[config.mk]
export PLATFORM = sky130hd
export DESIGN_NAME = interrupt_ctrl
export DESIGN_NICKNAME = d
export VERILOG_FILES = /design/src/rtl/interrupt_ctrl_pkg.sv /design/src/rtl/interrupt_ctrl_irq_stack.sv /design/src/rtl/interrupt_ctrl.sv
export SDC_FILE = /design/constraint.sdc
export NUM_CORES = 1
export LEC_CHECK = 0
export ABC_AREA = 1
export CAP_MARGIN = 20
export CORE_UTILIZATION = 35
export DETAILED_ROUTE_END_ITERATION = 8
export DONT_BUFFER_PORTS = 1
export GPL_TIMING_DRIVEN = 1
export SETUP_SLACK_MARGIN = 0.02
export SLEW_MARGIN = 20
export SYNTH_ARGS = -nofsm -noshare
export SYNTH_HDL_FRONTEND = slang
export SYNTH_SLANG_ARGS = --single-unit
[constraint.sdc]
create_clock -name clk -period 8.02 [get_ports clk]
set_clock_uncertainty 0.2 [all_clocks]
set_input_delay 2.406 -clock clk [delete_from_list [all_inputs] [get_ports clk]]
set_output_delay 2.406 -clock clk [all_outputs]
set_load 0.01 [all_outputs]
[src/rtl/interrupt_ctrl_pkg.sv]
// Shared constants, types and helpers for the vectored interrupt controller.
// Vector table layout, nesting depth and status-port bit positions live here.
package interrupt_ctrl_pkg;

  localparam int NUM_IRQ = 4;
  localparam int ID_W    = 2;
  localparam int PC_W    = 10;
  localparam int NEST    = 4;
  localparam int DEPTH_W = 3;

  localparam logic [PC_W-1:0] VEC_BASE   = 10'h3C0;
  localparam logic [PC_W-1:0] VEC_STRIDE = 10'd4;

  localparam int CTRL_GIE = 7;

  localparam int ST_GIE   = 7;
  localparam int ST_BUSY  = 6;
  localparam int ST_ID_HI = 5;
  localparam int ST_ID_LO = 4;

  typedef enum logic {
    S_IDLE = 1'b0,
    S_TAKE = 1'b1
  } state_e;

  typedef struct packed {
    logic [PC_W-1:0] pc;
    logic            z;
    logic [ID_W-1:0] id;
  } stack_entry_t;

  // Wraps modulo 2^PC_W by construction of the result width.
  function automatic logic [PC_W-1:0] vector_addr(input logic [ID_W-1:0] id);
    return VEC_BASE + PC_W'(id) * VEC_STRIDE;
  endfunction

  // Lowest set index wins; returns 0 when nothing is requested.
  function automatic logic [ID_W-1:0] prio_sel(input logic [NUM_IRQ-1:0] req);
    logic [ID_W-1:0] sel;
    sel = '0;
    for (int i = NUM_IRQ - 1; i >= 0; i--) begin
      if (req[i]) sel = ID_W'(i);
    end
    return sel;
  endfunction

endpackage

[src/rtl/interrupt_ctrl_irq_stack.sv]
// Nesting stack for the interrupt controller: LIFO of {return pc, Z flag, source id}.
// The top entry is read combinationally so RETI can restore in the same cycle.
module interrupt_ctrl_irq_stack
  import interrupt_ctrl_pkg::*;
(
  input  logic               clk,
  input  logic               rst_ni,
  input  logic               push_i,
  input  logic               pop_i,
  input  stack_entry_t       push_data_i,
  output stack_entry_t       top_o,
  output logic [DEPTH_W-1:0] depth_o
);

  localparam int IDX_W = (NEST > 1) ? $clog2(NEST) : 1;

  stack_entry_t       entry_arr [NEST];
  logic [DEPTH_W-1:0] depth_q, depth_d;
  logic [IDX_W-1:0]   top_idx;
  logic               full, empty, do_push, do_pop;

  assign full    = (depth_q == DEPTH_W'(NEST));
  assign empty   = (depth_q == '0);
  assign do_push = push_i && !full;
  assign do_pop  = pop_i && !empty && !push_i;

  always_comb begin
    depth_d = depth_q;
    if (do_push) begin
      depth_d = depth_q + DEPTH_W'(1);
    end else if (do_pop) begin
      depth_d = depth_q - DEPTH_W'(1);
    end
  end

  always_ff @(posedge clk or negedge rst_ni) begin
    if (!rst_ni) begin
      depth_q <= '0;
    end else begin
      depth_q <= depth_d;
    end
  end

  generate
    for (genvar gi = 0; gi < NEST; gi++) begin : g_entry
      stack_entry_t entry_q;

      always_ff @(posedge clk or negedge rst_ni) begin
        if (!rst_ni) begin
          entry_q <= '0;
        end else if (do_push && (depth_q == DEPTH_W'(gi))) begin
          entry_q <= push_data_i;
        end
      end

      assign entry_arr[gi] = entry_q;
    end
  endgenerate

  // When empty the index wraps; the output is forced to zero in that case.
  assign top_idx = IDX_W'(depth_q - DEPTH_W'(1));
  assign top_o   = empty ? '0 : entry_arr[top_idx];
  assign depth_o = depth_q;

endmodule

[src/rtl/interrupt_ctrl.sv]
// Vectored interrupt controller: rising-edge IRQ latching, fixed-priority preemptive
// arbitration, PC/Z override toward the CPU datapath, and nesting via a return stack.
module interrupt_ctrl
  import interrupt_ctrl_pkg::*;
(
  input  logic               clk,
  input  logic               reset,
  input  logic [NUM_IRQ-1:0] irq,
  input  logic [PC_W-1:0]    pc_next,
  input  logic               z_in,
  input  logic               reti,
  input  logic               we_mask,
  input  logic [7:0]         ctrl_in,
  output logic               s_int,
  output logic [PC_W-1:0]    pc_int,
  output logic               s_zrest,
  output logic               z_rest,
  output logic [NUM_IRQ-1:0] ack,
  output logic [7:0]         status
);

  logic [NUM_IRQ-1:0] irq_q;
  logic [NUM_IRQ-1:0] pending_q, pending_d;
  logic               gie_q, gie_d;
  logic [NUM_IRQ-1:0] en_q, en_d;
  state_e             state_q, state_d;
  logic [ID_W-1:0]    sel_q, sel_d;

  logic [NUM_IRQ-1:0] eligible;
  logic [ID_W-1:0]    sel;
  logic [ID_W-1:0]    cur_id;
  logic               busy, take_ok, do_reti;
  logic               push, pop;
  stack_entry_t       push_data, top;
  logic [DEPTH_W-1:0] depth;
  logic               unused_ctrl;

  assign unused_ctrl = ^ctrl_in[6:4];

  interrupt_ctrl_irq_stack u_stack (
    .clk         (clk),
    .rst_ni      (reset),
    .push_i      (push),
    .pop_i       (pop),
    .push_data_i (push_data),
    .top_o       (top),
    .depth_o     (depth)
  );

  assign eligible = pending_q & en_q & {NUM_IRQ{gie_q}};
  assign sel      = prio_sel(eligible);
  assign busy     = (depth != '0);
  assign cur_id   = busy ? top.id : '0;
  assign do_reti  = reti && busy;

  // Nesting is only allowed for a strictly higher-priority source with room on the stack.
  assign take_ok  = (|eligible) && (!busy || (sel < cur_id)) && (depth < DEPTH_W'(NEST));

  assign push_data.pc = pc_next;
  assign push_data.z  = z_in;
  assign push_data.id = sel_q;

  always_comb begin
    state_d = state_q;
    s_int   = 1'b0;
    pc_int  = '0;
    s_zrest = 1'b0;
    z_rest  = 1'b0;
    ack     = '0;
    push    = 1'b0;
    pop     = 1'b0;
    // RETI beats a pending TAKE; the take is re-arbitrated against the restored cur_id.
    if (do_reti) begin
      s_int   = 1'b1;
      pc_int  = top.pc;
      s_zrest = 1'b1;
      z_rest  = top.z;
      pop     = 1'b1;
      state_d = S_IDLE;
    end else if (state_q == S_TAKE) begin
      s_int      = 1'b1;
      pc_int     = vector_addr(sel_q);
      ack[sel_q] = 1'b1;
      push       = 1'b1;
      state_d    = S_IDLE;
    end else if (take_ok && !reti) begin
      state_d = S_TAKE;
    end
  end

  always_comb begin
    pending_d = (pending_q & ~ack) | (irq & ~irq_q);
    sel_d     = (state_q == S_IDLE) ? sel : sel_q;
    gie_d     = gie_q;
    en_d      = en_q;
    if (we_mask) begin
      gie_d = ctrl_in[CTRL_GIE];
      en_d  = ctrl_in[NUM_IRQ-1:0];
    end
  end

  always_ff @(posedge clk or negedge reset) begin
    if (!reset) begin
      irq_q     <= '0;
      pending_q <= '0;
      gie_q     <= 1'b0;
      en_q      <= '0;
      state_q   <= S_IDLE;
      sel_q     <= '0;
    end else begin
      irq_q     <= irq;
      pending_q <= pending_d;
      gie_q     <= gie_d;
      en_q      <= en_d;
      state_q   <= state_d;
      sel_q     <= sel_d;
    end
  end

  always_comb begin
    status                    = '0;
    status[ST_GIE]            = gie_q;
    status[ST_BUSY]           = busy;
    status[ST_ID_HI:ST_ID_LO] = cur_id;
    status[NUM_IRQ-1:0]       = pending_q;
  end

endmodule

==> flow_metrics.tcl, run 1 <==
set metrics [dict create \
    synth_compound_area_frac 0.175 \
    syn-cell-area_sq_um 3410 \
    multiInputGateArea_sq_um 1360 \
    post_cts_buffers 0 \
    yosysWarnings 0 \
    rr_endpoint "state_q$_DFF_PN0_" \
    ys_top_cells_by_count "nand2_1, dfrtp_1, o21ai_0, nor2_1, inv_1" \
    rr_worst_depth 12 \
    path_class "in2out" \
    p_clk_frac 0.212 \
    synth_top_area_share 0.521 \
    worst_pin_slew_ps 843 \
    syn-instance-count 379 \
    via_count 2533 \
    initial_core_util 0.365 \
    fill_cells 931 \
    worstPathMaxFanout 11 \
    cts_resized 0 \
    nNetsFinal 407 \
    seqCellArea_sq_um 1780 \
    die_h_um 101 \
    synth_edf_count 0 \
    fin_util 0.390 \
    first_pass_iters 5 \
    cts_buffers 9 \
    grt_setup_unrepaired "false" \
    dpl.hpwl_um 4780 \
    p_leak_uw 0.00174 \
    grt_max_degree 72 \
    dp.cells 491 \
    swShare 0.415 \
    synth-seq-area-share 0.521 \
    hp-start "irq_q[3]$_DFF_PN0_" \
    fin_tns_setup_ps 0 \
    muxShareOfSynthArea 0.0195 \
    gr-total-overflow 0 \
    period_needed_ps 6140 \
    wl_um 7430 \
    placed_cell_area_sq_um 3450 \
    outcome "completed" \
    finalHoldViolCount 0 \
    io_pins 52 \
    clk_path_buf_depth 2 \
    clock_latency_ps 350 \
    syn_area_per_cell_sq_um 8.99 \
    vias_per_cell 5.01 \
    globalplace.congestion 0.777 \
    die_w_um 101 \
    switchingPower_uw 544 \
    hp-class "reg2reg" \
    maxSlewViolCount 0 \
    setup_viol 0 \
    cellInternalPower_uw 765 \
    grt_pass1_wl_um 12600 \
    drt_iter0_markers 124 \
    crit_path_start "reti" \
    synth_top_family_by_area "compound AO/OA/AOI/OAI gates" \
    area_delta_synth_final_pct 6.76 \
    holdPathEnd "pending_q[3]$_DFF_PN0_" \
    num_rows 35 \
    wl_per_cell_um 14.7 \
    min_period_over_period 0.765 \
    r2r_slack_ps 4410 \
    p_comb_frac 0.397 \
    ys_async_sr_fraction 1.00 \
    gr-usage-all-layers 0.166 \
    synth_nets 413 \
    final_cells 506 \
    startpoint_type "input pin" \
    end_kind "output pin" \
    synth-seq-cells 71 \
    drive_gt1_frac 0.117 \
    fmax_mhz 163 \
    crit_required_ps 5410 \
    hold-path-cell-count 1 \
    yosysMostFrequentCell "nand2_1" \
    port_buffers 0 \
    synthAdderAreaFrac 0.0257 \
    remaining_drc_errors 0 \
    clkSinkCount 71 \
    drtAntennaViolNets 0 \
    coreArea_sq_um 9330 \
    yosysTopAreaCell "dfrtp_1" \
    ctsHtreeMaxLevel 3 \
    dieArea_sq_um 10100 \
    antenna_found_initial 0 \
    cts_tree "done" \
    design_area_sq_um 3640 \
    cap_violations 0 \
    cts-root-buf "clkbuf_8" \
    rr_startpoint "u_stack.depth_o[0]$_DFFE_PN0P_" \
    power_density_nw_per_um2 360 \
    antennaDiodeCount 0 \
    grt_pass1_vias 2525 \
    arrival_ps 3530 \
    clk_pin_slew_ps 70 \
    relSlewSlack 0.437 \
    ys_types 28 \
    ys_top_cells_by_area "dfrtp_1, o21ai_0, nand2_1, nor2_1, inv_1" \
    synthSimpleGateAreaFrac 0.173 \
    synth_xor_area_frac 0.00514 \
    ir_worst_vdd_mv 0.137 \
    ctsHoldBuffers 0 \
    ys.flop_type "dfrtp_1" \
    seq_power_share 0.391 \
]
metal layers:
layer	vias up	wire length (um)	global-route usage
met5	-	0	0
met2	87	3350	0.260
li1	1224	-	-
met1	1212	3480	0.217
met4	0	98	0.0513
met3	10	496	0.0548
through the flow:
stage               hold WS [ps]  power (uW)  setup slack [ps]
floorplan                    200         925              2130
global placement             204        1030              1920
detailed placement           220        1050              1890
CTS                          226        1330              1870
global route                 247        1430              1740
finish                       224        1310              1880
worst max path at each step:
stage                     depth (start not counted)         to  slack (ps)
final                                             6  pc_int[8]        1880
after CTS                                         6  pc_int[8]        1870
after global routing                              6  pc_int[8]        1740
after floorplan                                   5  pc_int[1]        2130
after global placement                            6  pc_int[9]        1920
after detailed placement                          6  pc_int[8]        1890
final cells by class:
cell class | instances | area share
clock buffer | 10 | 0.0351
timing repair buffer | 1 | 0.00206
tap | 129 | 0.0444
inverter | 38 | 0.0413
clock inverter | 5 | 0.0162
sequential | 71 | 0.488
multi-input combinational | 252 | 0.373
flip-flops by register name, indices dropped and copies added, names as in the netlist:
register,flops
sel_q,2
pending_q,4
en_q,4
gie_q,1
u_stack.entry_arr,52
irq_q,4
u_stack.depth_o,3
state_q,1
kinds of logic after synthesis:
kind of cell / after synthesis
AOI/OAI and AO/OA: 105
xor gates and xnor gates: 2
adders and majority gates: 7
buffers and inverters: 56
DFF: 71
muxes: 6
and+or+nand+nor: 132
critical path, cell delays in order:
cell and delay (ps):
inv_1 140, nor2_8 100, inv_1 370, nand2_1 270, o21ai_0 150, inv_1 100
cells in the final DEF, fill, tap and decap left out, types with 5 or more instances in the layout:
cell	count
clkbuf_8	9
o22ai_1	9
nor2_1	36
nand2_1	81
a21oi_1	8
o21ai_0	69
nand3_1	6
dfrtp_1	71
o21ai_2	13
ha_1	7
mux2_2	5
inv_1	34
power groups by stage:
stage,Clock (uW),Sequential (uW),Combinational [uW]
finish,278,512,519
floorplan,0,506,419
global route,306,526,601
CTS,287,512,529
global placement,0,516,515
detailed placement,0,519,527
No activity file was read; power rests on OpenSTA's default activity.
==> run 2, diff against run 1 <==
Clock period 8.02 ns to 6.1 ns, I/O delays scaled along.
==> run 2 against run 1 <==
  * Critical path depth stayed put
  * Die area stayed put
  * First-iteration DRC count is 13% higher
  * Sequential share of layout area is 0.81 points lower
  * Design area is 1.7% higher
  * Sequential power is 32% higher
  * Core utilization is 0.66 points higher
  * Routed wire length is 1.0% lower
  * Non-clock buffer count is 2 higher
  * Worst setup slack worse by 760 ps
  * Critical endpoint is now pc_int[9]
  * Largest cell class unchanged
==> flow_metrics.tcl, run 2 (same netlist as run 1, synthesis figures left out) <==
set metrics [dict create \
    clk_path_buf_depth 2 \
    grt_max_degree 72 \
    nNetsFinal 409 \
    antennaDiodeCount 0 \
    end_kind "output pin" \
    slowest_delay_ps 340 \
    wl_per_cell_um 14.4 \
    antenna_found_initial 0 \
    place_ws_ps 1110 \
    ir_worst_vdd_mv 0.170 \
    startpoint_type "input pin" \
    seqCellArea_sq_um 1780 \
    fill_cells 945 \
    critPathTopFamily "buffers and inverters" \
    multiInputGateArea_sq_um 1360 \
    layout_commonest_cell "nand2_1" \
    cp_num_buf_inv 3 \
    gr-total-overflow 0 \
    power_density_nw_per_um2 489 \
    first_pass_iters 4 \
    setup_viol 0 \
    path_class "in2out" \
    worstPathMaxFanout 11 \
    drt_iter0_markers 140 \
    cts_tree "done" \
    p_leak_uw 0.00177 \
    initial_core_util 0.365 \
    grt_setup_unrepaired "false" \
    ctsHtreeMaxLevel 3 \
    drive_gt1_frac 0.126 \
    die_h_um 101 \
    die_w_um 101 \
    cts_buffers 9 \
    remaining_drc_errors 0 \
    setup_ws_ps 1130 \
    largest_reg_flops 52 \
    wl_um 7350 \
    coreArea_sq_um 9330 \
    num_rows 35 \
    grt_pass1_vias 2476 \
    placed_cell_area_sq_um 3470 \
    globalplace.congestion 0.767 \
    cap_violations 0 \
    drtAntennaViolNets 0 \
    min_period_over_period 0.815 \
    relSlewSlack 0.441 \
    worstPathCellList "inv_1 > nor2_8 > inv_1 > nand2_1 > o21ai_0 > inv_1" \
    gr-usage-all-layers 0.161 \
    maxSlewViolCount 0 \
    clk_pin_slew_ps 80 \
    dpl.hpwl_um 4770 \
    via_count 2481 \
    fmax_mhz 201 \
    outcome "completed" \
    fin_tns_setup_ps 0 \
    port_buffers 0 \
    dieArea_sq_um 10100 \
    worst_pin_slew_ps 836 \
    total_power_uw 1810 \
    period_needed_ps 4970 \
    clkSinkCount 71 \
    crit_required_ps 4070 \
    area_delta_synth_final_pct 8.56 \
    post_cts_buffers 0 \
    arrival_ps 2940 \
    crit_path_top_delay_cell "inv_1" \
    cpMostUsedCell "inv_1" \
    final_cell_mix "nand2_1, dfrtp_1, o21ai_0" \
    cts-root-buf "clkbuf_8" \
    clock_latency_ps 350 \
    hp-class "reg2reg" \
    grt_pass1_wl_um 12300 \
    cts_resized 0 \
    design_area_sq_um 3700 \
    ctsHoldBuffers 0 \
    vias_per_cell 4.87 \
    finalHoldViolCount 0 \
    io_pins 52 \
]
[run 2: layout make-up]
cell class              count  area share
flip-flops and latches     71       0.480
multi-input cells         252       0.366
well taps                 129      0.0436
inverters                  38      0.0406
clock buffers               9      0.0335
clock inverters             7      0.0294
repair buffers              3     0.00609
[run 2: where the power goes]
| group | total, uW | internal [uW] | switching [uW] |
|---|---|---|---|
| Clock | 441 | 240 | 201 |
| Sequential | 675 | 599 | 76.3 |
| Combinational | 693 | 228 | 465 |
| Total | 1810 | 1070 | 742 |
[run 2: path summary, 6_finish.rpt]
check | slack [ps] | depth (start not counted) | from | to
max | 1130 | 6 | reti | pc_int[9]
min | 230 | 1 | irq_q[3]$_DFF_PN0_ | pending_q[3]$_DFF_PN0_
max reg2reg | 3650 | 11 | u_stack.depth_o[1]$_DFFE_PN0P_ | state_q$_DFF_PN0_
min reg2reg | 230 | 1 | irq_q[3]$_DFF_PN0_ | pending_q[3]$_DFF_PN0_
max in group asynchronous | 4620 | 0 | reset | u_stack.depth_o[2]$_DFFE_PN0P_
min in group asynchronous | 960 | 0 | reset | u_stack.entry_arr[43]$_DFFE_PN0P_
[run 2: per-layer routing]
layer  up-vias  global-route usage  share of wire
met3        11              0.0368          0.066
met4         0              0.0647          0.017
met2        67               0.244           0.44
met1      1175               0.221           0.48
li1       1228                   -              -
met5         -                   0              0
[run 2: stage by stage]
step / hold WS [ps] / cells / util
after floorplan: 200 / 379 / -
after global placement: 203 / 493 / 0.372
after detailed placement: 224 / 493 / 0.372
after CTS: 233 / 509 / 0.397
after global routing: 253 / 509 / 0.397
final: 229 / 509 / 0.397
[run 2: worst reg2reg max path, stage by stage (launching register included)]
cell and delay (ps):
dfrtp_1 380, inv_1 100, ha_1 300, inv_1 220, nor2_1 160, o21ai_0 100, a21oi_1 330, inv_1 80
ha_1 300, nand2_1 70, nand2_1 40, a21oi_1 110
==> run 3, diff against run 2 <==
Clock period 6.1 ns to 4 ns, I/O delays scaled along.
==> run 3 against run 2 <==
  * Non-clock buffer count grew 8
  * Largest cell class unchanged
  * Clock-buffer cell count grew 2
  * Die area stayed put
  * Worst hold slack worse by 8.6 ps
  * Largest power group unchanged
==> flow_metrics.tcl, run 3 (same netlist as run 1, synthesis figures left out) <==
set metrics [dict create \
    maxSlewViolCount 0 \
    ir_worst_vdd_mv 0.393 \
    vias_per_cell 4.76 \
    end_kind "output pin" \
    layout_commonest_cell "nand2_1" \
    grt_pass1_vias 2409 \
    post_cts_buffers 0 \
    cap_violations 0 \
    cp_num_buf_inv 3 \
    fill_cells 972 \
    crit_path_top_delay_cell "o32ai_1" \
    grt_pass1_wl_um 12300 \
    grt_setup_unrepaired "false" \
    path_class "in2out" \
    clkSinkCount 71 \
    first_pass_iters 4 \
    remaining_drc_errors 0 \
    worstPathCellList "inv_1 > nor2_8 > inv_1 > o32ai_1 > buf_4" \
    cts_buffers 9 \
    cpMostUsedCell "inv_1" \
    antennaDiodeCount 0 \
    ctsHoldBuffers 0 \
    port_buffers 0 \
    gr-usage-all-layers 0.159 \
    initial_core_util 0.365 \
    globalplace.congestion 0.726 \
    antenna_found_initial 0 \
    clock_latency_ps 340 \
    crit_required_ps 2600 \
    period_needed_ps 3710 \
    setup_viol 0 \
    outcome "completed" \
    nNetsFinal 417 \
    design_area_sq_um 3680 \
    drt_iter0_markers 122 \
    placed_cell_area_sq_um 3530 \
    relSlewSlack 0.462 \
    dpl.hpwl_um 4690 \
    die_w_um 101 \
    largest_reg_flops 52 \
    critPathTopFamily "buffers and inverters" \
    area_delta_synth_final_pct 8.04 \
    fmax_mhz 270 \
    dieArea_sq_um 10100 \
    cts_resized 0 \
    grt_max_degree 72 \
    num_rows 35 \
    gr-total-overflow 0 \
    final_cell_mix "nand2_1, dfrtp_1, o21ai_0" \
    io_pins 52 \
    slowest_delay_ps 360 \
    finalHoldViolCount 0 \
    clk_pin_slew_ps 70 \
    worst_pin_slew_ps 805 \
    power_density_nw_per_um2 711 \
    fin_tns_setup_ps 0 \
    wl_per_cell_um 14.2 \
    worstPathMaxFanout 9 \
    wl_um 7320 \
    p_leak_uw 0.00178 \
    clk_path_buf_depth 2 \
    cts_tree "done" \
    drive_gt1_frac 0.137 \
    ctsHtreeMaxLevel 3 \
    via_count 2456 \
    coreArea_sq_um 9330 \
    die_h_um 101 \
    drtAntennaViolNets 0 \
    startpoint_type "input pin" \
    min_period_over_period 0.927 \
    arrival_ps 2310 \
    r2r_slack_ps 1520 \
    cts-root-buf "clkbuf_8" \
    hp-class "reg2reg" \
]
run 3: metal layers:
metal | routed length [um] | share of wire | vias to the layer above | global-route usage
li1 | - | - | 1238 | -
met2 | 3370 | 0.46 | 55 | 0.264
met3 | 361 | 0.049 | 9 | 0.0416
met5 | 0 | 0 | - | 0
met1 | 3470 | 0.47 | 1154 | 0.199
met4 | 113 | 0.015 | 0 | 0.0602
run 3: report_power, final:
group / switching, uW / internal (uW) / leakage, uW
clock network: 259 / 220 / 0.0000829
logic: 710 / 396 / 0.000804
registers: 116 / 914 / 0.000893
run 3: path summary, 6_finish.rpt:
path / start / to / depth (start not counted)
max reg2reg: u_stack.depth_o[1]$_DFFE_PN0P_ / state_q$_DFF_PN0_ / 11
min reg2reg: irq_q[2]$_DFF_PN0_ / pending_q[2]$_DFF_PN0_ / 1
max in group asynchronous: reset / pending_q[1]$_DFF_PN0_ / 0
min: irq_q[2]$_DFF_PN0_ / pending_q[2]$_DFF_PN0_ / 1
min in group asynchronous: reset / u_stack.entry_arr[17]$_DFFE_PN0P_ / 0
max: reti / pc_int[1] / 5
run 3: cell type report:
cell class	count	area (sq um)	area share
Clock buffer	11	131	0.0357
Inverter	38	150	0.0408
Multi-Input combinational cell	252	1360	0.368
Clock inverter	4	23.8	0.00646
Tap cell	129	161	0.0438
Timing Repair Buffer	11	82.6	0.0224
Sequential cell	71	1780	0.483
run 3: through the flow:
step | hold WS, ps | worst slack (ps) | utilization | instances | total power [uW]
4_1_cts | 230 | 298 | 0.395 | 516 | 2650
5_1_grt | 248 | 224 | 0.395 | 516 | 2850
6_report | 221 | 292 | 0.395 | 516 | 2620
2_1_floorplan | 200 | 521 | - | 379 | 1860
3_3_place_gp | 203 | 338 | 0.378 | 501 | 2140
3_5_place_dp | 220 | 316 | 0.378 | 501 | 2160
